### src/rtl/serial_pkg.sv
// Shared types and constants for the serial feeder and its sequence-detector bench.
// The PARITY state is only entered when SERIAL_FEEDER_PARITY_EN is defined.
package serial_pkg;

  localparam int unsigned DEFAULT_NUM_BITS = 8;

  typedef enum logic [1:0] {
    IDLE,
    SHIFT,
    PARITY
  } state_t;

endpackage

### src/rtl/flex_pts_sr.sv
// Parallel-to-serial shift register with synchronous load and shift enables.
// Vacated positions fill with 0, so a fully shifted word leaves the output low.
module flex_pts_sr
  import serial_pkg::*;
#(
  parameter int unsigned NUM_BITS  = DEFAULT_NUM_BITS,
  parameter int unsigned SHIFT_MSB = 1
) (
  input  logic                clk,
  input  logic                n_rst,
  input  logic                load_enable,
  input  logic                shift_enable,
  input  logic [NUM_BITS-1:0] parallel_in,
  output logic                serial_out
);

  logic [NUM_BITS-1:0] r_sr;

  always_ff @(posedge clk) begin
    if (!n_rst) begin
      r_sr <= '0;
    end else if (load_enable) begin
      r_sr <= parallel_in;
    end else if (shift_enable) begin
      if (SHIFT_MSB != 0) begin
        r_sr <= {r_sr[NUM_BITS-2:0], 1'b0};
      end else begin
        r_sr <= {1'b0, r_sr[NUM_BITS-1:1]};
      end
    end
  end

  assign serial_out = (SHIFT_MSB != 0) ? r_sr[NUM_BITS-1] : r_sr[0];

endmodule

### src/rtl/serial_feeder.sv
// Word-to-bit serializer feeding a sequence detector; FSM and bit counter live here.
// Define SERIAL_FEEDER_PARITY_EN to append an even-parity bit after each word.
module serial_feeder
  import serial_pkg::*;
#(
  parameter int unsigned NUM_BITS  = DEFAULT_NUM_BITS,
  parameter int unsigned SHIFT_MSB = 1
) (
  input  logic                clk,
  input  logic                n_rst,
  input  logic [NUM_BITS-1:0] load_data,
  input  logic                load_valid,
  output logic                load_ready,
  input  logic                shift_enable,
  output logic                serial_out,
  output logic                serial_valid,
  output logic                busy
);

  localparam int unsigned       CNT_W    = $clog2(NUM_BITS + 1);
  localparam logic [CNT_W-1:0]  LAST_IDX = CNT_W'(NUM_BITS - 1);
  localparam logic [CNT_W-1:0]  CNT_MAX  = CNT_W'(NUM_BITS);

  state_t              r_state;
  logic [CNT_W-1:0]    r_cnt;
  logic                r_valid;
  logic                w_last_bit;
  logic                w_final;
  logic                w_xfer;
  logic                w_sr_load;
  logic                w_sr_shift;
  logic [NUM_BITS-1:0] w_sr_data;

  assign w_last_bit = (r_state == SHIFT) && (r_cnt == LAST_IDX);

`ifdef SERIAL_FEEDER_PARITY_EN
  logic                r_parity;
  logic                w_par_load;
  logic [NUM_BITS-1:0] w_par_word;

  // The parity bit is loaded into the output position so serial_out stays a flop.
  assign w_final    = (r_state == PARITY);
  assign w_par_load = w_last_bit && shift_enable;
  assign w_par_word = (SHIFT_MSB != 0) ? {r_parity, {(NUM_BITS - 1){1'b0}}}
                                       : {{(NUM_BITS - 1){1'b0}}, r_parity};
  assign w_sr_load  = w_xfer || w_par_load;
  assign w_sr_data  = w_xfer ? load_data : w_par_word;
`else
  assign w_final    = w_last_bit;
  assign w_sr_load  = w_xfer;
  assign w_sr_data  = load_data;
`endif

  assign load_ready = (r_state == IDLE) || (w_final && shift_enable);
  assign w_xfer     = load_valid && load_ready;
  assign w_sr_shift = shift_enable && (r_state != IDLE);

  always_ff @(posedge clk) begin
    if (!n_rst) begin
      r_state <= IDLE;
      r_cnt   <= '0;
      r_valid <= 1'b0;
`ifdef SERIAL_FEEDER_PARITY_EN
      r_parity <= 1'b0;
`endif
    end else begin
`ifdef SERIAL_FEEDER_PARITY_EN
      if (w_xfer) r_parity <= ^load_data;
`endif
      unique case (r_state)
        IDLE: begin
          if (w_xfer) begin
            r_state <= SHIFT;
            r_cnt   <= '0;
            r_valid <= 1'b1;
          end
        end
        SHIFT: begin
          if (shift_enable) begin
            if (r_cnt == LAST_IDX) begin
`ifdef SERIAL_FEEDER_PARITY_EN
              r_state <= PARITY;
              r_cnt   <= CNT_MAX;
`else
              r_cnt <= '0;
              if (!w_xfer) begin
                r_state <= IDLE;
                r_valid <= 1'b0;
              end
`endif
            end else if (r_cnt < CNT_MAX) begin
              r_cnt <= r_cnt + 1'b1;
            end
          end
        end
`ifdef SERIAL_FEEDER_PARITY_EN
        PARITY: begin
          if (shift_enable) begin
            r_cnt <= '0;
            if (w_xfer) begin
              r_state <= SHIFT;
            end else begin
              r_state <= IDLE;
              r_valid <= 1'b0;
            end
          end
        end
`endif
        default: begin
          r_state <= IDLE;
          r_cnt   <= '0;
          r_valid <= 1'b0;
        end
      endcase
    end
  end

  flex_pts_sr #(
    .NUM_BITS (NUM_BITS),
    .SHIFT_MSB(SHIFT_MSB)
  ) u_sr (
    .clk         (clk),
    .n_rst       (n_rst),
    .load_enable (w_sr_load),
    .shift_enable(w_sr_shift),
    .parallel_in (w_sr_data),
    .serial_out  (serial_out)
  );

  assign serial_valid = r_valid;
  assign busy         = (r_state != IDLE);

endmodule

### config.mk
export PLATFORM = sky130hd
export DESIGN_NAME = serial_feeder
export DESIGN_NICKNAME = d
export VERILOG_FILES = /design/src/rtl/serial_pkg.sv /design/src/rtl/flex_pts_sr.sv /design/src/rtl/serial_feeder.sv
export SDC_FILE = /design/constraint.sdc
export NUM_CORES = 1
export LEC_CHECK = 0
export ABC_AREA = 1
export BUFFER_PORTS_ARGS = -buffer_cell sky130_fd_sc_hd__buf_2
export CAP_MARGIN = 5
export CORE_MARGIN = 2
export CORE_UTILIZATION = 45
export DETAILED_ROUTE_END_ITERATION = 10
export GPL_TIMING_DRIVEN = 0
export PLACE_DENSITY = 0.71
export SETUP_SLACK_MARGIN = 0.3
export SYNTH_ARGS = -nofsm -noshare
export SYNTH_HDL_FRONTEND = slang
export SYNTH_HIERARCHICAL = 1
export SYNTH_SLANG_ARGS = --single-unit
### constraint.sdc
create_clock -name clk -period 1.3 [get_ports clk]
set_input_delay 0.065 -clock clk [delete_from_list [all_inputs] [get_ports clk]]
set_output_delay 0.065 -clock clk [all_outputs]
set_load 0.005 [all_outputs]
==> flow_summary.json, run 1 <==
{
  "drc": 0,
  "status": "finished, violations left",
  "die_w_um": 43.5,
  "setup_tns_ns": -0.463,
  "hold_viol": 0,
  "antenna_found_initial": 0,
  "finalCritPeriodShare_pct": 106,
  "nNetsFinal": 143,
  "synth_seq_cells": 13,
  "synth_fp_nets": 115,
  "setup_viol": 7,
  "finalCriticalPeriod_ns": 1.38,
  "grt_pass1_vias": 653,
  "cts_root_buf": "clkbuf_4",
  "cts_sinks": 13,
  "cts_tree": "built",
  "tightest_slew_ns": 0.198,
  "num_rows": 14,
  "wire_per_inst_um": 10.8,
  "die_area_sq_mm": 0.00189,
  "fmax_mhz": 725,
  "core-area_sq_mm": 0.00149,
  "critPathLaunchType": "flop",
  "placed_area_sq_um": 818,
  "fill_cells": 142,
  "yosys.cell_types.count": 18,
  "syn_to_final_growth_pct": 40.8,
  "wl_mm": 1.56,
  "synthCells": 102,
  "synth.avg_cell_area_sq_um": 6.88,
  "hold_ws_ns": 0.0503,
  "vias": 716,
  "place.gp.congestion": 0.801,
  "fin_skew_ns": 0.00609,
  "rsz0062_at_grt": "true",
  "most-common-layout-cells": "31 x nand2_1, 14 x buf_2, 12 x inv_1",
  "diodes": 0,
  "hp-class": "in2reg",
  "yosysWarnings": 6,
  "hold_buffers": 0,
  "finish.instance_area_sq_um": 988,
  "cts_buffers": 3,
  "clock_latency_ns": 0.26,
  "worstPathArrival_ns": 1.55,
  "endpoint_kind": "flop",
  "grt_max_degree": 11,
  "power_leakage_nw": 0.510,
  "pin_count": 16,
  "layout_commonest_cell": "nand2_1",
  "maxSlewViolCount": 0,
  "drt_first_pass_iters": 4,
  "yosysSeqAreaShare_pct": 37.1,
  "grt_usage_pct": 18.2,
  "dp_hpwl_mm": 1.02,
  "cts_max_level": 1,
  "slew-limit-headroom_pct": 86.8,
  "drv_cap": 0,
  "avgViaCountPerCell": 4.94,
  "antenna_left": 0,
  "path_class": "reg2reg",
  "port_buffers": 15,
  "timing.final.ws_setup_ns": -0.0791,
  "clockBufferDepth": 2,
  "violations": "negative setup slack",
  "power_density_mw_per_mm2": 865,
  "grt_pass1_wl_mm": 2.58,
  "synth_area_sq_um": 702,
  "clkTransAtPathRegs_ns": 0.08,
  "gr-total-overflow": 0,
  "drt-initial-drc-count": 3,
  "critical_path.max_fanout": 8,
  "required_ns": 1.47,
  "start_util_pct": 47.1,
  "drive_gt1_share_pct": 47.3,
  "die_y_um": 43.5,
  "peakVddDrop_mv": 0.446
}
metal layers:
| metal | vias to the layer above | track usage [%] | part of all wire (%) |
|---|---|---|---|
| li1 | 378 | - | - |
| met1 | 325 | 19.9 | 43 |
| met2 | 11 | 34.0 | 52 |
| met3 | 2 | 3.75 | 3.7 |
| met4 | 0 | 7.27 | 0.64 |
| met5 | - | 0 | 0 |
report_power, final:
part	total [mW]	internal (mW)	switching, mW
combinational	0.185	0.0864	0.0986
sequential	0.434	0.416	0.0181
clock	0.236	0.118	0.117
total	0.855	0.621	0.234
flip-flops by register name, summed over array words and instances, names as in the netlist:
name and count:
serial_valid 1, r_cnt 4, u_sr/r_sr 8
cells by family after synthesis:
kind of cell             count (synthesis)  synth area share, %
buffers and inverters                   18                 11.9
AO/OA/AOI/OAI                            9                 6.95
AND/OR/NAND/NOR                         61                 42.2
adder cells (fa/ha/maj)                  1                 1.78
flip-flops                              13                 37.1
final timing paths:
path / cells past startpoint / to / slack (ns) / start
setup reg to reg: 9 / u_sr/r_sr[3] / -0.08 / r_cnt[1]
hold reg to reg: 2 / u_sr/r_sr[0] / 0.47 / u_sr/r_sr[0]
hold / removal: 3 / u_sr/r_sr[0] / 0.05 / load_data[0]
setup / recovery: 9 / u_sr/r_sr[3] / -0.08 / r_cnt[1]
cell usage after synthesis:
library cell | count | area share, %
nand3_1 | 13 | 9.3
nand2_2 | 4 | 3.6
a21oi_2 | 1 | 1.2
inv_2 | 2 | 1.1
inv_1 | 12 | 6.4
buf_6 | 1 | 1.6
ha_1 | 1 | 1.8
nor2_8 | 1 | 2.9
buf_4 | 2 | 2.1
or2_4 | 1 | 1.2
nand4_1 | 3 | 2.7
nand2_1 | 36 | 19
o21ai_1 | 1 | 0.71
nor2_2 | 2 | 1.8
clkinv_2 | 1 | 0.71
nand2_4 | 1 | 1.6
dfxtp_1 | 13 | 37
a21oi_1 | 7 | 5.0
final cells by class:
type,count,area [sq um],share of cell area [%]
multi-input cells,71,432,43.7
flip-flops and latches,13,273,27.6
repair buffers,23,149,15.1
inverters,15,62.6,6.33
clock buffers,4,26.3,2.66
plain buffers,3,26.3,2.66
well taps,16,20.0,2.03
worst max-delay path, stage by stage (launching register included):
cell,delay (ns)
dfxtp_4,0.36
ha_4,0.13
nand4_1,0.13
a21oi_2,0.21
buf_6,0.17
nor2_8,0.05
nand2_1,0.08
nand3_2,0.06
nand2_1,0.05
inv_1,0.04
metrics by stage:
| stage | cells | setup WS, ns | total power [mW] | util (%) |
|---|---|---|---|---|
| floorplan | 102 | 0.0168 | 0.544 | - |
| global placement | 133 | -0.0992 | 0.587 | 55.0 |
| detailed placement | 133 | -0.117 | 0.591 | 55.0 |
| CTS | 142 | -0.0584 | 0.844 | 60.7 |
| global route | 145 | -0.177 | 0.916 | 66.4 |
| finish | 145 | -0.0791 | 0.855 | 66.4 |
repair_timing:
action,4_1_cts,5_1_grt
buffers inserted,4,3
pin swaps,7,4
cloned,1,0
gates resized for setup,8,17
endpoints found under the setup margin,15,14
No activity file was read; power rests on OpenSTA's default activity.
==> run 2: changes to the inputs <==
- SETUP_SLACK_MARGIN: 0.3 -> unset
==> flow_summary.json, run 2 (same netlist as run 1, synthesis figures left out) <==
{
  "hold_viol": 0,
  "die_area_sq_mm": 0.00189,
  "fill_cells": 139,
  "start_util_pct": 47.1,
  "place.gp.congestion": 0.768,
  "syn_to_final_growth_pct": 34.0,
  "slew-limit-headroom_pct": 77.8,
  "wl_met3_um": 49,
  "grt_pass1_vias": 645,
  "crit_path_frequent_cell": "nand2_1",
  "rsz0062_at_grt": "true",
  "fmax_mhz": 750,
  "grt_usage_pct": 17.1,
  "peakVddDrop_mv": 0.530,
  "largest_register_ffs": 8,
  "wl_mm": 1.45,
  "drt-initial-drc-count": 18,
  "power_density_mw_per_mm2": 912,
  "p_total_uw": 858,
  "clockBufferDepth": 2,
  "final_util_pct": 63.2,
  "die_y_um": 43.5,
  "hp-class": "in2reg",
  "drive_gt1_share_pct": 42.4,
  "vias": 679,
  "maxSlewViolCount": 0,
  "tightest_slew_ns": 0.333,
  "gr-total-overflow": 0,
  "endpoint_kind": "flop",
  "path_cells": "ha_4, nand4_1, a21oi_2, buf_6, nor2_8, nand2_1, nand3_2, nand2_1, inv_1",
  "wl_met1_um": 629,
  "die_w_um": 43.5,
  "antenna_found_initial": 0,
  "cts_root_buf": "clkbuf_4",
  "required_ns": 1.48,
  "finish.instance_area_sq_um": 941,
  "finalCritPeriodShare_pct": 103,
  "clkTransAtPathRegs_ns": 0.08,
  "timing.final.ws_setup_ns": -0.0325,
  "top_register": "u_sr/r_sr",
  "cts_max_level": 1,
  "fin_skew_ns": 0.00151,
  "antenna_left": 0,
  "power_leakage_nw": 0.494,
  "grt_max_degree": 11,
  "drt_first_pass_iters": 4,
  "dp_hpwl_mm": 1.03,
  "wire_per_inst_um": 10.3,
  "top_layer": "met3",
  "cts_buffers": 3,
  "drv_cap": 0,
  "cts_tree": "built",
  "drc": 0,
  "pin_count": 16,
  "diodes": 0,
  "avgViaCountPerCell": 4.82,
  "nNetsFinal": 139,
  "violations": "negative setup slack",
  "critPathMaxStageDelay_ns": 0.37,
  "wl_met2_um": 769,
  "placed_area_sq_um": 816,
  "cp_slowest_cell": "dfxtp_4",
  "setup_viol": 6,
  "clock_latency_ns": 0.27,
  "reg2reg_slack_ns": -0.03,
  "path_class": "reg2reg",
  "most-common-layout-cells": "29 x nand2_1, 15 x buf_2, 12 x inv_1",
  "layout_commonest_cell": "nand2_1",
  "core-area_sq_mm": 0.00149,
  "critPathLaunchType": "flop",
  "grt_pass1_wl_mm": 2.50,
  "finalCriticalPeriod_ns": 1.33,
  "port_buffers": 15,
  "cts_sinks": 13,
  "status": "finished, violations left",
  "critical_path.max_fanout": 8,
  "num_rows": 14,
  "worstPathArrival_ns": 1.51
}
-- run 2: cell count changes in the layout (fill, tap and decap cells not counted) --
| cell | previous run | this run |
|---|---|---|
| a21oi_1 | 2 | 5 |
| a21oi_2 | 6 | 3 |
| buf_12 | 0 | 1 |
| buf_2 | 14 | 15 |
| buf_4 | 8 | 5 |
| buf_6 | 4 | 1 |
| dfxtp_1 | 9 | 11 |
| dfxtp_2 | 1 | 0 |
| dfxtp_4 | 3 | 2 |
| nand2_1 | 31 | 29 |
| nand2_2 | 7 | 9 |
| nand3_1 | 9 | 10 |
| nand3_2 | 4 | 3 |
-- run 2: metrics by stage --
step                      setup TNS (ns)  cells  setup WS [ns]  hold WS [ns]
after floorplan                        0    102        0.00537         0.163
after global placement            -0.627    133         -0.109         0.333
after detailed placement          -0.728    133         -0.122         0.331
after CTS                        -0.0982    141        -0.0215        0.0374
after global routing              -0.865    141         -0.123        0.0376
final                             -0.108    141        -0.0325        0.0443
-- run 2: final timing paths --
path | start | endpoint | cells past startpoint
worst max-delay path | r_cnt[0] | u_sr/r_sr[5] | 9
worst min-delay path | load_data[0] | u_sr/r_sr[0] | 3
worst max register to register | r_cnt[0] | u_sr/r_sr[5] | 9
worst min register to register | u_sr/r_sr[6] | u_sr/r_sr[6] | 2
-- run 2: power by group --
group	total, mW	switching [mW]	internal (mW)
clock network	0.249	0.130	0.119
registers	0.433	0.0168	0.416
logic	0.177	0.0954	0.0813
total	0.858	0.242	0.616
-- run 2: what timing repair did --
action / CTS / global route
hold buffers: 0 / 0
setup endpoints to repair: 7 / 8
gates resized for setup: 7 / 10
buffers inserted: 4 / 0
pin swaps: 10 / 2
-- run 2: critical path: cells and delay by family (launching register included) --
kind	cells	cell delay (ns)
AOI/OAI and AO/OA	1	0.16
buffers and inverters	2	0.20
adders and majority gates	1	0.13
DFF	1	0.37
and+or+nand+nor	5	0.37
-- run 2: layout make-up --
cell class / count / area (sq um) / share of cell area (%)
Clock buffer: 4 / 26.3 / 2.79
Multi-Input combinational cell: 71 / 420 / 44.7
Sequential cell: 13 / 268 / 28.5
Tap cell: 16 / 20.0 / 2.13
Inverter: 15 / 62.6 / 6.65
Buffer: 3 / 26.3 / 2.79
Timing Repair Buffer: 19 / 118 / 12.5
-- run 2: metal layers --
metal / GRT usage (%) / vias up
li1: - / 367
met1: 21.9 / 302
met2: 28.7 / 10
met3: 2.50 / 0
met4: 7.27 / 0
met5: 0 / -
==> run 3: changes to the inputs <==
- ABC_AREA: 1 -> 0
- CORE_UTILIZATION: 45 -> 46
- PLACE_DENSITY: 0.71 -> 0.72
==> flow_summary.json, run 3 <==
{
  "finalCriticalPeriod_ns": 1.46,
  "antenna_found_initial": 0,
  "ff2ff_path_depth": 6,
  "yosys.cell_types.count": 30,
  "top_register": "u_sr/r_sr",
  "hold_depth": 3,
  "path_depth": 6,
  "crit_buf_inv": 0,
  "wl_mm": 1.49,
  "largest_register_ffs": 8,
  "grt_pass1_vias": 589,
  "drc": 0,
  "ys_async_sr_fraction_pct": 0,
  "status": "finished, violations left",
  "critPathLaunchType": "flop",
  "fmax_mhz": 685,
  "clockBufferDepth": 2,
  "worstReg2RegStart": "r_cnt[0]",
  "core-area_sq_mm": 0.00149,
  "port_buffers": 15,
  "gr-total-overflow": 0,
  "rsz0062_at_grt": "true",
  "yosysWarnings": 6,
  "hold_buffers": 0,
  "pin_count": 16,
  "reg2reg_slack_ns": -0.16,
  "setup_viol": 8,
  "path_cells": "ha_4, nand3b_1, o21ai_2, and2_4, or3b_1, a21boi_1",
  "cts_sinks": 13,
  "path_class": "reg2reg",
  "synth_area_sq_um": 718,
  "power_leakage_nw": 0.487,
  "fill_cells": 130,
  "drv_cap": 0,
  "drt-initial-drc-count": 12,
  "p_total_uw": 867,
  "hp-start": "load_data[0]",
  "yosysSeqAreaShare_pct": 36.2,
  "antenna_left": 0,
  "synth_common_cells": "13 x dfxtp_1, 8 x nand2b_1, 7 x mux2_4, 7 x o211a_1, 4 x nand2_1",
  "cts_tree": "built",
  "worstPathArrival_ns": 1.66,
  "nNetsFinal": 110,
  "clkTransAtPathRegs_ns": 0.08,
  "slew-limit-headroom_pct": 77.2,
  "peakVddDrop_mv": 0.525,
  "grt_usage_pct": 18.7,
  "yosys_most_used_dff": "dfxtp_1",
  "placed_area_sq_um": 846,
  "cp_top_family": "simple AND/OR/NAND/NOR gates",
  "fin_skew_ns": 0.00223,
  "cts_root_buf": "clkbuf_4",
  "start_util_pct": 48.2,
  "place.gp.congestion": 0.758,
  "yosysMostFrequentCell": "dfxtp_1",
  "violations": "negative setup slack",
  "cts_buffers": 3,
  "avgViaCountPerCell": 5.23,
  "num_rows": 14,
  "critical_path.max_fanout": 6,
  "netlist_top_cells_area": "dfxtp_1 36%, mux2_4 15%, o211a_1 9.8%, nand2b_1 7.0%, nand2_1 2.1%",
  "finish.instance_area_sq_um": 951,
  "synth_fp_nets": 81,
  "cp_slowest_cell": "dfxtp_4",
  "die_y_um": 43.5,
  "required_ns": 1.50,
  "hp-class": "in2reg",
  "timing.final.ws_setup_ns": -0.159,
  "diodes": 0,
  "vias": 586,
  "finalCritPeriodShare_pct": 112,
  "synth_enable_flop_cells": 0,
  "layout_commonest_cell": "buf_2",
  "clock_latency_ns": 0.27,
  "tightest_slew_ns": 0.342,
  "wire_per_inst_um": 13.3,
  "yosysTopAreaCell": "dfxtp_1",
  "power_density_mw_per_mm2": 912,
  "hold_viol": 0,
  "synth.avg_cell_area_sq_um": 10.6,
  "synth_top_area_share_pct": 36.2,
  "drive_gt1_share_pct": 51.0,
  "grt_pass1_wl_mm": 2.55,
  "worstReg2RegEnd": "u_sr/r_sr[0]",
  "grt_max_degree": 11,
  "endpoint_kind": "flop",
  "syn_to_final_growth_pct": 32.4,
  "critPathMaxStageDelay_ns": 0.35,
  "drt_first_pass_iters": 4,
  "maxSlewViolCount": 0,
  "cts_max_level": 1,
  "synth_seq_cells": 13,
  "die_w_um": 43.5,
  "dp_hpwl_um": 978,
  "synthCells": 68,
  "die_area_sq_mm": 0.00189,
  "hold_end": "u_sr/r_sr[0]",
  "most-common-layout-cells": "15 x buf_2, 11 x buf_4, 10 x dfxtp_1"
}
==> run 3: changes by cell type after synthesis, sizes merged, moves of 3 or more <==
cell,before,now
nand2,41,4
inv,14,1
nand3,13,1
a21oi,8,0
nand2b,0,8
mux2,0,7
o211a,0,7
nand4,3,0
nor2b,0,3
==> run 3: cells by family (layout without fill, tap and decap cells) <==
family,after synthesis,in the layout,share of synthesized area [%]
and+or+nand+nor,25,25,23.3
AOI/OAI and AO/OA,16,16,19.0
DFF,13,13,36.2
muxes,7,7,14.6
buffers and inverters,6,34,5.05
adders and majority gates,1,1,1.74
==> run 3: timing repair <==
| action | CTS | global route |
|---|---|---|
| resized for setup | 4 | 1 |
| endpoints found under the setup margin | 9 | 10 |
| pin swaps | 3 | 4 |
| gates cloned | 1 | 0 |
| hold endpoints to repair | 0 | 0 |
| setup buffers | 10 | 1 |
==> run 3: cell type report <==
class | count | area [sq um] | area share, %
Buffer | 4 | 33.8 | 3.55
Tap cell | 16 | 20.0 | 2.11
Sequential cell | 13 | 269 | 28.3
Inverter | 1 | 3.75 | 0.395
Clock buffer | 4 | 26.3 | 2.76
Timing Repair Buffer | 25 | 150 | 15.8
Multi-Input combinational cell | 49 | 448 | 47.1
==> run 3: metal layers <==
layer	global-route usage, %	part of all wire (%)	vias up
li1	-	-	303
met1	21.5	45	270
met2	31.9	50	11
met3	6.25	4.1	2
met4	7.27	1.3	0
met5	0	0	-
==> run 3: stage by stage <==
stage	std cells	TNS (ns)	worst slack [ns]	hold slack, ns	utilization, %
floorplan	68	-0.229	-0.0363	0.185	-
finish	112	-0.567	-0.159	0.0461	63.9
detailed placement	99	-0.946	-0.167	0.326	56.8
global route	112	-1.23	-0.229	0.0391	63.9
CTS	113	-0.427	-0.110	0.0279	63.9
global placement	99	-0.758	-0.129	0.319	56.8
==> run 3: worst max-delay path by stage <==
stage / from / to / slack [ns]
floorplan: r_cnt[0] / u_sr/r_sr[3] / -0.04
global placement: r_cnt[0] / u_sr/r_sr[4] / -0.13
detailed placement: r_cnt[0] / u_sr/r_sr[3] / -0.17
CTS: r_cnt[0] / u_sr/r_sr[0] / -0.11
global route: r_cnt[0] / u_sr/r_sr[0] / -0.23
finish: r_cnt[0] / u_sr/r_sr[0] / -0.16
==> run 3: worst register-to-register path, cell delays in order, from the launching register on <==
cell and delay [ns]:
dfxtp_4 0.35, ha_4 0.15, nand3b_1 0.12, o21ai_2 0.09
and2_4 0.16, or3b_1 0.35, a21boi_1 0.17
==> run 3: power by group <==
group | internal [mW] | switching [mW] | total [mW]
Clock | 0.119 | 0.127 | 0.245
Sequential | 0.423 | 0.0160 | 0.439
Combinational | 0.111 | 0.0715 | 0.183
